**src/rtl/countdown_display_if.sv**
```systemverilog
// Timer-to-display bundle: binary minutes/seconds and done flag in,
// multiplexed 7-segment drive and flash status out.
interface countdown_display_if;
    logic [6:0] minutes;
    logic [6:0] seconds;
    logic       done;
    logic [3:0] an;
    logic [6:0] seg;
    logic       dp;
    logic       flash;

    modport master (
        output minutes, seconds, done,
        input  an, seg, dp, flash
    );

    modport slave (
        input  minutes, seconds, done,
        output an, seg, dp, flash
    );
endinterface

```
**src/rtl/countdown_display.sv**
```systemverilog
// MM.SS display stage: iterative double-dabble conversion, time-multiplexed
// 4-digit scan, and a fixed-length blink sequence triggered by done.
module countdown_display #(
    parameter int unsigned SCAN_DIV      = 100000,
    parameter int unsigned BLINK_DIV     = 25000000,
    parameter int unsigned FLASH_TOGGLES = 6
) (
    input logic                clk,
    input logic                reset,
    countdown_display_if.slave disp_io
);
    localparam int unsigned ScanW  = (SCAN_DIV > 1) ? $clog2(SCAN_DIV) : 1;
    localparam int unsigned BlinkW = (BLINK_DIV > 1) ? $clog2(BLINK_DIV) : 1;
    localparam int unsigned TogW   = $clog2(FLASH_TOGGLES + 1);
    localparam logic [ScanW-1:0]  ScanLast  = ScanW'(SCAN_DIV - 1);
    localparam logic [BlinkW-1:0] BlinkLast = BlinkW'(BLINK_DIV - 1);
    localparam logic [TogW-1:0]   TogEnd    = TogW'(FLASH_TOGGLES);

    typedef enum logic [1:0] {StLoad, StShift, StCommit} conv_st_e;

    function automatic logic [6:0] clamp99(logic [6:0] v);
        return (v > 7'd99) ? 7'd99 : v;
    endfunction

    // One double-dabble step on {bcd tens, bcd ones, remaining binary}.
    function automatic logic [14:0] dabble(logic [14:0] s);
        logic [14:0] t;
        t = s;
        if (t[14:11] >= 4'd5) t[14:11] = t[14:11] + 4'd3;
        if (t[10:7] >= 4'd5)  t[10:7]  = t[10:7] + 4'd3;
        return {t[13:0], 1'b0};
    endfunction

    function automatic logic [6:0] seg_enc(logic [3:0] d);
        case (d)
            4'd0:    return 7'b1000000;
            4'd1:    return 7'b1111001;
            4'd2:    return 7'b0100100;
            4'd3:    return 7'b0110000;
            4'd4:    return 7'b0011001;
            4'd5:    return 7'b0010010;
            4'd6:    return 7'b0000010;
            4'd7:    return 7'b1111000;
            4'd8:    return 7'b0000000;
            4'd9:    return 7'b0010000;
            default: return 7'b1111111;
        endcase
    endfunction

    conv_st_e    conv_q;
    logic [2:0]  shcnt_q;
    logic [14:0] msh_q, ssh_q;
    logic [3:0]  mt_q, mo_q, st_q, so_q;

    always_ff @(posedge clk or negedge reset) begin
        if (!reset) begin
            conv_q  <= StLoad;
            shcnt_q <= '0;
            msh_q   <= '0;
            ssh_q   <= '0;
            mt_q    <= '0;
            mo_q    <= '0;
            st_q    <= '0;
            so_q    <= '0;
        end else begin
            unique case (conv_q)
                StLoad: begin
                    msh_q   <= {8'd0, clamp99(disp_io.minutes)};
                    ssh_q   <= {8'd0, clamp99(disp_io.seconds)};
                    shcnt_q <= '0;
                    conv_q  <= StShift;
                end
                StShift: begin
                    msh_q   <= dabble(msh_q);
                    ssh_q   <= dabble(ssh_q);
                    shcnt_q <= shcnt_q + 3'd1;
                    if (shcnt_q == 3'd6) conv_q <= StCommit;
                end
                StCommit: begin
                    mt_q   <= msh_q[14:11];
                    mo_q   <= msh_q[10:7];
                    st_q   <= ssh_q[14:11];
                    so_q   <= ssh_q[10:7];
                    conv_q <= StLoad;
                end
                default: conv_q <= StLoad;
            endcase
        end
    end

    logic [ScanW-1:0]  scan_q, scan_d;
    logic [1:0]        idx_q, idx_d;
    logic [BlinkW-1:0] half_q, half_d;
    logic [TogW-1:0]   tog_q, tog_d;
    logic              flash_q, flash_d;
    logic [3:0]        an_q, an_d;
    logic [6:0]        seg_q, seg_d;
    logic              dp_q, dp_d;
    logic [3:0]        digit;

    always_comb begin
        scan_d = scan_q + ScanW'(1);
        idx_d  = idx_q;
        if (scan_q == ScanLast) begin
            scan_d = '0;
            idx_d  = idx_q + 2'd1;
        end

        half_d  = half_q;
        tog_d   = tog_q;
        flash_d = flash_q;
        if (disp_io.done) begin
            half_d  = '0;
            tog_d   = '0;
            flash_d = 1'b1;
        end else if (flash_q) begin
            if (half_q == BlinkLast) begin
                half_d = '0;
                tog_d  = tog_q + TogW'(1);
                if (tog_d == TogEnd) begin
                    flash_d = 1'b0;
                    tog_d   = '0;
                end
            end else begin
                half_d = half_q + BlinkW'(1);
            end
        end

        digit = so_q;
        unique case (idx_q)
            2'd0: digit = so_q;
            2'd1: digit = st_q;
            2'd2: digit = mo_q;
            2'd3: digit = mt_q;
        endcase
        an_d  = ~(4'b0001 << idx_q);
        seg_d = seg_enc(digit);
        dp_d  = (idx_q != 2'd2);
        if (idx_q == 2'd3 && mt_q == 4'd0) seg_d = 7'h7F;
        // Mask from next-state so blanking lines up with the flash flag.
        if (flash_d && !tog_d[0]) begin
            an_d = 4'hF;
            dp_d = 1'b1;
        end
    end

    always_ff @(posedge clk or negedge reset) begin
        if (!reset) begin
            scan_q  <= '0;
            idx_q   <= '0;
            half_q  <= '0;
            tog_q   <= '0;
            flash_q <= 1'b0;
            an_q    <= 4'hF;
            seg_q   <= 7'h7F;
            dp_q    <= 1'b1;
        end else begin
            scan_q  <= scan_d;
            idx_q   <= idx_d;
            half_q  <= half_d;
            tog_q   <= tog_d;
            flash_q <= flash_d;
            an_q    <= an_d;
            seg_q   <= seg_d;
            dp_q    <= dp_d;
        end
    end

    assign disp_io.an    = an_q;
    assign disp_io.seg   = seg_q;
    assign disp_io.dp    = dp_q;
    assign disp_io.flash = flash_q;
endmodule

```
**src/flat_wrapper.sv**
```systemverilog
// flat-port wrapper written by rule: the top's interface ports become plain ports
module countdown_display_flat 
#(
    parameter int unsigned SCAN_DIV      = 100000,
    parameter int unsigned BLINK_DIV     = 25000000,
    parameter int unsigned FLASH_TOGGLES = 6
)
  (clk, reset, disp_io_minutes, disp_io_seconds, disp_io_done, disp_io_an, disp_io_seg, disp_io_dp, disp_io_flash);
  countdown_display_if disp_io_i ();
  input logic clk;
  input logic reset;
  input wire logic [$bits(disp_io_i.minutes)-1:0] disp_io_minutes;
  input wire logic [$bits(disp_io_i.seconds)-1:0] disp_io_seconds;
  input wire logic [$bits(disp_io_i.done)-1:0] disp_io_done;
  output wire logic [$bits(disp_io_i.an)-1:0] disp_io_an;
  output wire logic [$bits(disp_io_i.seg)-1:0] disp_io_seg;
  output wire logic [$bits(disp_io_i.dp)-1:0] disp_io_dp;
  output wire logic [$bits(disp_io_i.flash)-1:0] disp_io_flash;
  assign disp_io_i.minutes = disp_io_minutes;
  assign disp_io_i.seconds = disp_io_seconds;
  assign disp_io_i.done = disp_io_done;
  assign disp_io_an = disp_io_i.an;
  assign disp_io_seg = disp_io_i.seg;
  assign disp_io_dp = disp_io_i.dp;
  assign disp_io_flash = disp_io_i.flash;
  countdown_display #(.SCAN_DIV(SCAN_DIV), .BLINK_DIV(BLINK_DIV), .FLASH_TOGGLES(FLASH_TOGGLES)) u_core (.clk(clk), .reset(reset), .disp_io(disp_io_i));
endmodule
```
**config.mk**
```make
export PLATFORM = sky130hd
export DESIGN_NAME = countdown_display_flat
export DESIGN_NICKNAME = d
export VERILOG_FILES = /design/src/rtl/countdown_display_if.sv /design/src/rtl/countdown_display.sv /design/src/flat_wrapper.sv
export SDC_FILE = /design/constraint.sdc
export NUM_CORES = 1
export LEC_CHECK = 0
export BUFFER_PORTS_ARGS = -buffer_cell sky130_fd_sc_hd__buf_2
export CORE_AREA = 2 2 181 130
export CTS_CLUSTER_DIAMETER = 40
export DETAILED_ROUTE_END_ITERATION = 12
export DIE_AREA = 0 0 183 132
export HOLD_SLACK_MARGIN = 0.05
export SLEW_MARGIN = 10
export SYNTH_ARGS = -nofsm -noshare
export SYNTH_HDL_FRONTEND = slang
export SYNTH_SLANG_ARGS = --single-unit
```
**constraint.sdc**
```tcl
create_clock -name clk -period 2.8 [get_ports clk]
set_input_delay 0 -clock clk [delete_from_list [all_inputs] [get_ports clk]]
set_output_delay 0 -clock clk [all_outputs]
set_load 0.01 [all_outputs]
```
---- Word-level counts from Yosys, hierarchy flattened ----
Memory sizes are Yosys's and may differ from the RTL's.
Cells that the tools add are included.
operators by class
  add/sub/neg operators ................... 9
  $lt $le $gt $ge ......................... 6
  eq/ne operators ......................... 11
  shift-type cells ........................ 1
  muxes and demuxes ....................... 27
  bitwise logic cells ..................... 1
  reduce and logical (&&, ||, !) cells .... 10
operators with widths
  kind                                                  number
  two-way mux 25 bit                                    3
  one-hot mux 15 bit (2 select lines)                   2
  adder 25 x 1 -> 25 bit, second input constant         1
  == test 25 bit, second input constant                 1
  two-way mux 7 bit                                     3
  two-way mux 3 bit                                     6
  adder 17 x 1 -> 17 bit, second input constant         1
  == test 17 bit, second input constant                 1
  two-way mux 17 bit                                    1
  >= comparator 4 x 3 -> 1 bit, second input constant   4
  one-hot mux 4 bit (4 select lines)                    1
  greater-than comparator 7 bit, second input constant  2
  two-way mux 4 bit                                     3
  adder 4 x 2 -> 4 bit, second input constant           2
  adder 3 x 1 -> 3 bit, second input constant           2
  adder 3 x 2 -> 3 bit, second input constant           2
  == test 2 bit, second input constant                  3
  == test 3 bit, second input constant                  2
  one-hot mux 3 bit (2 select lines)                    1
  nonzero test 2 bit                                    3
  two-way mux 1 bit                                     5
  == test 2 x 1 -> 1 bit, second input constant         2
  zero test 2 bit                                       2
  zero test 4 bit                                       1
  other kinds (10)                                      11
word-level totals
  flip-flop bits (word level) ............. 111
  bits in read-only memories .............. 112
  input bits .............................. 17
  output and inout bits ................... 13
  memories ................................ 1
memories
  memory            depth  bits a word  rd ports  clocked after memory_dff  wr ports  RTL line                 RTL
  (name not given)  16     7            1         0                         0         countdown_display.sv:35  case (d)

---- Logic depth before layout (Yosys ltp) ----
Gate-level depths: netlist of the first run.
  depth in word-level cells ............... 9
  depth in mapped cells ................... 8
  depth with buffers taken out ............ 8

---- Worst setup path before layout of the first run ----
No wires, ideal clock.
  path kind ............................... register to register
  start point ............................. register u_core.half_q[9]
  end point ............................... register u_core.tog_q[2]
  setup time .............................. 0.078 ns
  arrival time ............................ 2.032 ns
  slack ................................... 0.689 ns
  cell stages (with the launch flop) ...... 6
  buffers on the path ..................... 0
  clock period less this slack ............ 2.111 ns
  cell sequence ........................... dfrtp_1 > or4b_4 > nor4_4 > nand4_4 > or4b_1 > a21oi_1
on the way
  longest elaborated chain between the ends .. 3
ends and longest elaborated chain
  item                                  RTL line                  RTL
  from (decl)                           countdown_display.sv:93   logic [BlinkW-1:0] half_q, half_d;
  from (signal assigned)                countdown_display.sv:160  half_q <= half_d;
  == test 25 bit                        countdown_display.sv:117  if (half_q == BlinkLast) begin
  nonzero test 2 bit (no source line)   -
  AND reduction 2 bit (no source line)  -
  to (signal assigned)                  countdown_display.sv:161  tog_q <= tog_d;
  to (decl)                             countdown_display.sv:94   logic [TogW-1:0] tog_q, tog_d;
No other way between the ends.
A chain may end at the register's enable or synchronous reset.

---- Worst setup path after layout of the first run ----
  start point ............................. register u_core.half_q[9]
  end point ............................... register u_core.tog_q[1]
Same word-level chain as after synthesis.

==> results of run 1 <==
==> layout by cell type (no fill, tap or decap), types with 3 or more instances in the layout <==
cell,instances
o31ai_1,4
nor2b_1,3
nand3b_1,8
mux2_2,14
dfrtp_1,99
a22oi_1,6
nand4_1,12
nor3_1,4
xnor2_1,20
a222oi_1,4
and3_1,6
mux2i_1,7
dfstp_2,11
a31oi_1,4
clkbuf_16,9
inv_1,23
dlygate4sd3_1,17
and4_2,3
nor3b_1,3
a21oi_1,20
ha_1,22
buf_4,10
nor4_1,3
nand2_1,67
nand3_1,23
a22o_1,7
or2_2,3
o311a_1,3
nor2_1,56
inv_6,3
nand2b_1,12
xor2_1,21
buf_2,28
o21ai_0,44
==> cell usage after synthesis, types with 2 or more instances <==
cell type and count:
o31ai_1 4, nor2_1 56, a22o_1 7, clkbuf_1 17
and3_1 6, nor4_1 3, or4_1 2, nand3_1 23
nand4b_1 2, nand2_1 67, mux2_2 14, dfstp_2 11
a22oi_1 6, a21oi_1 20, nand2b_1 12, a31oi_1 4
and4_2 3, mux2i_1 7, xnor2_1 20, dfrtp_1 99
ha_1 22, inv_1 23, o21ai_0 44, nor3_1 4
o311a_1 3, a222oi_1 4, or2_2 3, nor2b_1 3
nand4_1 12, xor2_1 21, nand3b_1 8, nor3b_1 3
or3b_2 2
==> metrics by stage <==
stage,cell area [sq um],hold WS (ns)
final,6460,0.123
after CTS,6460,0.135
after global routing,6460,0.175
after global placement,6010,-0.00597
after floorplan,5500,-0.296
after detailed placement,6010,-0.00707
==> path summary, 6_finish.rpt <==
check	startpoint	endpoint	slack [ns]	cells after the start
setup / recovery	u_core.half_q[9]$_DFFE_PN0P_	u_core.tog_q[1]$_DFFE_PN0P_	0.48	5
hold / removal	reset	u_core.ssh_q[9]$_DFFE_PN0P_	0.12	2
setup reg to reg	u_core.half_q[9]$_DFFE_PN0P_	u_core.tog_q[1]$_DFFE_PN0P_	0.48	5
hold reg to reg	u_core.scan_q[0]$_DFF_PN0_	u_core.scan_q[0]$_DFF_PN0_	0.49	1
max in group asynchronous	reset	u_core.disp_io.an[1]$_DFF_PN1_	1.97	3
min in group clk	disp_io_minutes[3]	u_core.msh_q[3]$_DFFE_PN0P_	0.48	4
==> metal layers <==
metal  up-vias  global-route usage
li1       2011                   -
met1      1894               0.146
met2        45               0.135
met3         4              0.0276
met4         0              0.0311
met5         -                   0
==> kinds of logic (layout without fill, tap and decap cells) <==
| family | after synthesis | count (layout) | share of synthesized area |
|---|---|---|---|
| buffers and inverters | 43 | 95 | 0.0303 |
| flip-flops | 110 | 110 | 0.503 |
| multiplexers | 21 | 21 | 0.0414 |
| adder cells (fa/ha/maj) | 22 | 22 | 0.0501 |
| AO/OA/AOI/OAI | 96 | 96 | 0.107 |
| AND/OR/NAND/NOR | 218 | 218 | 0.203 |
| XOR/XNOR | 41 | 41 | 0.0653 |
==> cell type report <==
| type | instances | area [sq um] | area share |
|---|---|---|---|
| timing repair buffer | 56 | 405 | 0.0627 |
| clock buffer | 9 | 225 | 0.0348 |
| tap | 288 | 360 | 0.0557 |
| inverter | 23 | 86.3 | 0.0134 |
| sequential | 110 | 2770 | 0.428 |
| multi-input combinational | 398 | 2560 | 0.397 |
| clock inverter | 7 | 55.1 | 0.00852 |
==> power groups by stage <==
stage / Clock (mW) / Sequential, mW / Combinational, mW
finish: 1.24 / 1.83 / 0.443
global placement: 0 / 1.86 / 0.430
floorplan: 0 / 1.87 / 0.258
global route: 1.35 / 1.85 / 0.508
CTS: 1.29 / 1.83 / 0.455
detailed placement: 0 / 1.86 / 0.436
==> worst max-delay path, delay by kind of cell (launching register included) <==
family,cells,cell delay [ns]
DFF,1,0.44
AOI/OAI and AO/OA,1,0.17
and+or+nand+nor,4,1.61
==> state kept, by name, indices dropped and copies added, names as in the netlist <==
register and count:
u_core.scan_q 17, u_core.conv_q 2, u_core.disp_io.seg 7, u_core.st_q 4
u_core.msh_q 15, u_core.disp_io.dp 1, u_core.half_q 25, u_core.so_q 4
u_core.mt_q 4, u_core.disp_io.flash 1, u_core.ssh_q 15, u_core.idx_q 2
u_core.tog_q 3, u_core.disp_io.an 3, u_core.shcnt_q 3, u_core.mo_q 4
==> results.toml, run 1 <==
[run_status]
status = "finished clean"

[placed_design]
portBuffers = 29
gp_congestion = 0.747
dpl.cell_count = 858
place_ws_ns = 0.479
hpwl_um = 7560

[clock_network]
cts_tree = "yes"
h-tree-depth = 3
cts_sinks = 110
holdBufCountCts = 17
clockRootBuffer = "clkbuf_16"
path_clk_slew_ns = 0.08
clk_latency_ns = 0.36
ctsResizeCount = 0
cts_setup_buffers = 0
cts-buffers-inserted = 9
clock_path_buffers = 2

[power_and_ir_drop]
p_leak_nw = 2.77
swShare = 0.268
p_int_mw = 2.57
totalPowerFinal_mw = 3.52
combPwrFrac = 0.126
powerDensity_nw_per_um2 = 544
switching_power_mw = 0.942
power_frac_clock = 0.353
p_seq_frac = 0.521
max-vdd-ir-drop_v = 0.000301

[global_route]
grt.total_usage = 0.0978
grt_pass1_wl_um = 19200
grt_max_degree = 56
antenna_found_initial = 0
grt_pass1_vias = 3805
grt-ovfl-total = 0

[die]
std_cell_rows = 46
core_area_sq_um = 22300
dieArea_sq_um = 24200
start_util = 0.246
dieHeight_um = 132
die_width_um = 183
pin_count = 30

[final_layout]
num_antenna_cells = 0
syn_to_final_growth_pct = 17.6
fillers = 2324
utilization = 0.289
nets = 637
layout-drive-gt1-share = 0.156
stdcell_count = 891

[routing]
drt-met1-wl_um = 6240
first_pass_iters = 5
viasPerCell = 4.44
wl_met2_um = 4620
via_count = 3954
wirelength_um = 11200
wire_per_inst_um = 12.6
routed.top_layer = "met4"
drc = 0
final_antenna_net_count = 0
met3_length_um = 274
drt_iter0_drc = 180

[logic_synthesis]
syn-cell-area_sq_um = 5500
synth_seq_cells = 110
ys_dominant_reg_cell = "dfrtp_1"
avgSynthCellArea_sq_um = 9.98
synth_area_leaders = "dfrtp_1 45%, dfstp_2 5.3%, ha_1 5.0%, nand2_1 4.6%, o21ai_0 4.0%"
synth.top_cell.area_share = 0.451
synthDistinctLibCells = 49
synth_fp_nets = 590
yosysTopAreaCell = "dfrtp_1"
async_flop_share = 1.00
synth_cells = 551
synth-edff-count = 0
ys_warn_count = 0
synth-seq-area-share = 0.503

[run]
max_cap_violations = 0

[sta]
hold_violations = 0
period_needed_ns = 2.32
final.setup.worst_slack_ns = 0.480
worstMarginPinSlew_ns = 0.765
finalCritPeriodShare = 0.829
slew_violations = 0
relSlewSlack = 0.475
rsz0062_at_grt = "false"
final-setup-viol-count = 0
finClkSkew_ns = 0.0108
fmax_mhz = 431
fin_tns_setup_ns = 0

[critical_path]
cpPeakStageDelay_ns = 0.57
start_kind = "flip-flop"
arrival_ns = 2.59
cp-end-kind = "flip-flop"
criticalPathCategory = "flip-flop to flip-flop"
cpMaxStageDelayCell = "or4b_4"
path_cells = "or4b_4, nor4_4, nand4_4, or3b_2, a21oi_1"
path_max_fanout = 8
worstPathRequired_ns = 3.07

[worst_hold_path]
holdCritPathClass = "primary input to async pin"
No activity file was read; power rests on OpenSTA's default activity.
==> run 2: changes to the inputs <==
clock period = 2.2 ns   (was 2.8 ns; I/O delays follow)
==> results.toml, run 2 (synthesis results as in run 1) <==
[run_status]
status = "finished clean"

[global_route]
grt-ovfl-total = 0
busiest_layer = "met2"
use_met2 = 0.146
grt_pass1_vias = 3980
grt_pass1_wl_um = 19800
grt.total_usage = 0.0997
grt.met1_usage = 0.144
antenna_found_initial = 0
grtUsageMet3 = 0.0279
grt_max_degree = 48

[final_layout]
num_antenna_cells = 0
utilization = 0.298
regMostFlops = "u_core.half_q"
largest_register_ffs = 25
multi_input_comb_area_sq_um = 2610
syn_to_final_growth_pct = 21.1
reg_top3 = "u_core.half_q x25, u_core.scan_q x17"
stdcell_count = 907
final-seq-area_sq_um = 2770
stdcell_area_sq_um = 6660
final_common_cell = "dfrtp_1"
final_cell_mix = "99 x dfrtp_1, 67 x nand2_1, 55 x nor2_1, 44 x o21ai_0, 29 x buf_4"
layout-drive-gt1-share = 0.194
fillers = 2321
nets = 653

[clock_network]
cts_setup_buffers = 0
cts_sinks = 110
cts_tree = "yes"
clockRootBuffer = "clkbuf_16"
path_clk_slew_ns = 0.08
h-tree-depth = 3
clock_path_buffers = 2
cts-buffers-inserted = 9
clk_latency_ns = 0.36

[routing]
drc = 0
wirelength_um = 11500
via_count = 4024
final_antenna_net_count = 0
viasPerCell = 4.44
wire_per_inst_um = 12.7
drt_iter0_drc = 238
first_pass_iters = 5

[power_and_ir_drop]
p_seq_frac = 0.491
power_frac_clock = 0.375
switching_power_mw = 1.20
combPwrFrac = 0.134
p_int_mw = 3.54
swShare = 0.252
max-vdd-ir-drop_v = 0.000375
p_leak_nw = 2.87
powerDensity_nw_per_um2 = 712

[critical_path]
path_max_fanout = 7
cp-end-kind = "flip-flop"
worstPathRequired_ns = 2.49
start_kind = "flip-flop"
criticalPathCategory = "flip-flop to flip-flop"
r2r_cells = 5
rr_endpoint = "u_core.tog_q[2]$_DFFE_PN0P_"
reg2reg_from = "u_core.half_q[9]$_DFFE_PN0P_"
reg2reg_slack_ns = 0.10
arrival_ns = 2.38

[sta]
finalCritPeriodShare = 0.953
slew_violations = 0
rsz0062_at_grt = "false"
period_needed_ns = 2.10
finClkSkew_ns = 0.00767
worstMarginPinSlew_ns = 0.623
relSlewSlack = 0.584
fin_tns_setup_ns = 0
hold_violations = 0
final.setup.worst_slack_ns = 0.104
fmax_mhz = 477
final-setup-viol-count = 0

[placed_design]
portBuffers = 29
place_ws_ns = 0.0791
gp_congestion = 0.773
postPlaceCellArea_sq_um = 6160
dpl.cell_count = 877
hpwl_um = 8110

[worst_hold_path]
hold_path_startpoint = "disp_io_seconds[1]"
min_path_cells = 5
hold_end = "u_core.ssh_q[1]$_DFFE_PN0P_"
holdCritPathClass = "primary input to flip-flop"

[die]
core_area_sq_um = 22300
dieArea_sq_um = 24200
pin_count = 30
dieHeight_um = 132
die_width_um = 183
std_cell_rows = 46
start_util = 0.246

[run]
max_cap_violations = 0
## run 2: area by class of cell
type | instances | share of cell area
clock buffer | 10 | 0.0344
clock inverter | 6 | 0.0139
inverter | 23 | 0.0130
multi-input combinational | 398 | 0.391
sequential | 110 | 0.416
tap | 288 | 0.0541
timing repair buffer | 72 | 0.0778
## run 2: worst max-delay path, stage by stage (launching register included)
cell and delay, ns:
dfrtp_1 0.39, or4b_4 0.55, nor4_4 0.24, nand4_4 0.18, or4b_1 0.51, a21oi_1 0.16
## run 2: per-stage QoR
| stage | total power, mW | hold slack (ns) |
|---|---|---|
| after global placement | 2.96 | 0.0590 |
| after CTS | 4.80 | 0.0638 |
| final | 4.74 | 0.0702 |
| after floorplan | 2.71 | -0.296 |
| after global routing | 5.00 | 0.0858 |
| after detailed placement | 2.97 | 0.0534 |
## run 2: power groups by stage
| stage | logic [mW] | registers, mW | clock network (mW) |
|---|---|---|---|
| 2_1_floorplan | 0.329 | 2.38 | 0 |
| 3_3_place_gp | 0.590 | 2.37 | 0 |
| 3_5_place_dp | 0.599 | 2.37 | 0 |
| 5_1_grt | 0.721 | 2.35 | 1.92 |
| 4_1_cts | 0.619 | 2.33 | 1.85 |
| 6_report | 0.634 | 2.33 | 1.78 |
## run 2: how the worst max path moves through the flow
| stage | endpoint | slack, ns | startpoint |
|---|---|---|---|
| global placement | u_core.tog_q[2]$_DFFE_PN0P_ | 0.14 | u_core.half_q[6]$_DFFE_PN0P_ |
| global route | u_core.tog_q[2]$_DFFE_PN0P_ | 0.008 | u_core.half_q[9]$_DFFE_PN0P_ |
| detailed placement | u_core.tog_q[2]$_DFFE_PN0P_ | 0.08 | u_core.half_q[6]$_DFFE_PN0P_ |
| finish | u_core.tog_q[2]$_DFFE_PN0P_ | 0.10 | u_core.half_q[9]$_DFFE_PN0P_ |
| floorplan | u_core.tog_q[2]$_DFFE_PN0P_ | 0.09 | u_core.half_q[9]$_DFFE_PN0P_ |
| CTS | u_core.tog_q[2]$_DFFE_PN0P_ | 0.07 | u_core.half_q[6]$_DFFE_PN0P_ |
## run 2: what timing repair did
action,CTS,global route
endpoints found under the setup margin,0,8
resized for setup,0,11
hold endpoints to repair,56,0
hold buffers,14,0
## run 2: layer usage
layer / share of wire / wire length [um]
met1: 0.53 / 6060
met2: 0.43 / 4900
met3: 0.036 / 411
met4: 0.011 / 123
met5: 0 / 0
==> run 3: changes to the inputs <==
MAX_ROUTING_LAYER = met4   (was unset)
==> results.toml, run 3 (synthesis results as in run 1) <==
[clock_network]
cts-buffers-inserted = 9
clock_path_buffers = 2
clk_latency_ns = 0.36
cts_tree = "yes"
h-tree-depth = 3
cts_setup_buffers = 0
cts_sinks = 110
path_clk_slew_ns = 0.08
clockRootBuffer = "clkbuf_16"

[sta]
fmax_mhz = 478
relSlewSlack = 0.584
rsz0062_at_grt = "false"
finalCritPeriodShare = 0.951
hold_violations = 0
fin_tns_setup_ns = 0
finClkSkew_ns = 0.0118
worstMarginPinSlew_ns = 0.625
slew_violations = 0
final-setup-viol-count = 0
period_needed_ns = 2.09

[critical_path]
cp.depth = 5
criticalPathCategory = "flip-flop to flip-flop"
path_max_fanout = 7
cp_top_family = "simple AND/OR/NAND/NOR gates"
worstPathRequired_ns = 2.49
arrival_ns = 2.38
reg2reg_slack_ns = 0.11
cpMaxStageDelayCell = "or4b_4"
start_kind = "flip-flop"
path_cells = "or4b_4, nor4_4, nand4_4, or4b_1, a21oi_1"
r2r_cells = 5
cpPeakStageDelay_ns = 0.55
crit_buf_inv = 0
cp-end-kind = "flip-flop"

[power_and_ir_drop]
powerDensity_nw_per_um2 = 711
p_leak_nw = 2.87
max-vdd-ir-drop_v = 0.000372

[routing]
drt_iter0_drc = 231
drt-met1-wl_um = 6070
final_antenna_net_count = 0
first_pass_iters = 5
met3_length_um = 429
wire_per_inst_um = 12.7
wirelength_um = 11500
routed.top_layer = "met4"
drc = 0
via_count = 4056
wl_met2_um = 4940
viasPerCell = 4.47

[final_layout]
final_cell_mix = "99 x dfrtp_1, 67 x nand2_1, 55 x nor2_1, 44 x o21ai_0, 29 x buf_4"
largest_register_ffs = 25
reg_top3 = "u_core.half_q x25, u_core.scan_q x17"
final_common_cell = "dfrtp_1"
num_antenna_cells = 0
syn_to_final_growth_pct = 21.1
utilization = 0.298
layout-drive-gt1-share = 0.194
nets = 653
regMostFlops = "u_core.half_q"

[placed_design]
gp_congestion = 0.783
hpwl_um = 8110
portBuffers = 29

[die]
die_width_um = 183
start_util = 0.246
dieHeight_um = 132
pin_count = 30
core_area_sq_um = 22300
std_cell_rows = 46
dieArea_sq_um = 24200

[run_status]
status = "finished clean"

[global_route]
grt_pass1_vias = 3986
antenna_found_initial = 0
grt_max_degree = 48
grt_pass1_wl_um = 19800
grt-ovfl-total = 0
grt.total_usage = 0.103

[worst_hold_path]
min_path_cells = 5
holdCritPathClass = "primary input to flip-flop"

[run]
max_cap_violations = 0
[run 3: cell counts in the layout (fill, tap and decap cells not counted)]
Identical to the previous run, type by type.
[run 3: final cells by class]
| class | instances | area [sq um] |
|---|---|---|
| fillers | 2321 | 15700 |
| flip-flops and latches | 110 | 2770 |
| multi-input cells | 398 | 2610 |
| repair buffers | 72 | 518 |
| well taps | 288 | 360 |
| clock buffers | 10 | 229 |
| clock inverters | 6 | 92.6 |
| inverters | 23 | 86.3 |
[run 3: metrics by stage]
stage	instances	cell area [sq um]	worst slack, ns	power (mW)	hold WS [ns]
final	907	6660	0.108	4.73	0.0707
after global routing	907	6660	0.00811	4.99	0.0858
after CTS	907	6620	0.0678	4.80	0.0638
after detailed placement	877	6160	0.0791	2.97	0.0534
after global placement	877	6160	0.135	2.96	0.0590
after floorplan	551	5500	0.0894	2.71	-0.296
[run 3: repair_timing]
action / 4_1_cts / 5_1_grt
endpoints found under the setup margin: 0 / 8
hold buffers: 14 / 0
hold endpoints to repair: 56 / 0
resized for setup: 0 / 11
[run 3: tightest hold or removal path, delay by kind of cell]
family,cells,cell delay (ns)
simple gates,2,0.11
buf+inv,1,0.08
compound gates,2,0.19
[run 3: path summary, 6_finish.rpt]
kind,from,end
max reg2reg,u_core.half_q[9]$_DFFE_PN0P_,u_core.tog_q[2]$_DFFE_PN0P_
max in group asynchronous,reset,u_core.disp_io.an[1]$_DFF_PN1_
min reg2reg,u_core.msh_q[0]$_DFFE_PN0P_,u_core.msh_q[0]$_DFFE_PN0P_
min in group asynchronous,reset,u_core.ssh_q[8]$_DFFE_PN0P_
min,disp_io_seconds[1],u_core.ssh_q[1]$_DFFE_PN0P_
max,u_core.half_q[9]$_DFFE_PN0P_,u_core.tog_q[2]$_DFFE_PN0P_
[run 3: power by group]
group / total [mW] / internal, mW / switching [mW]
combinational: 0.633 / 0.297 / 0.336
clock: 1.77 / 1.01 / 0.762
sequential: 2.33 / 2.24 / 0.0911
[run 3: metal layers]
layer	GRT usage	vias to the layer above
li1	-	2032
met1	0.144	1952
met2	0.146	65
met3	0.0279	7
met4	0.0253	0
met5	-	-
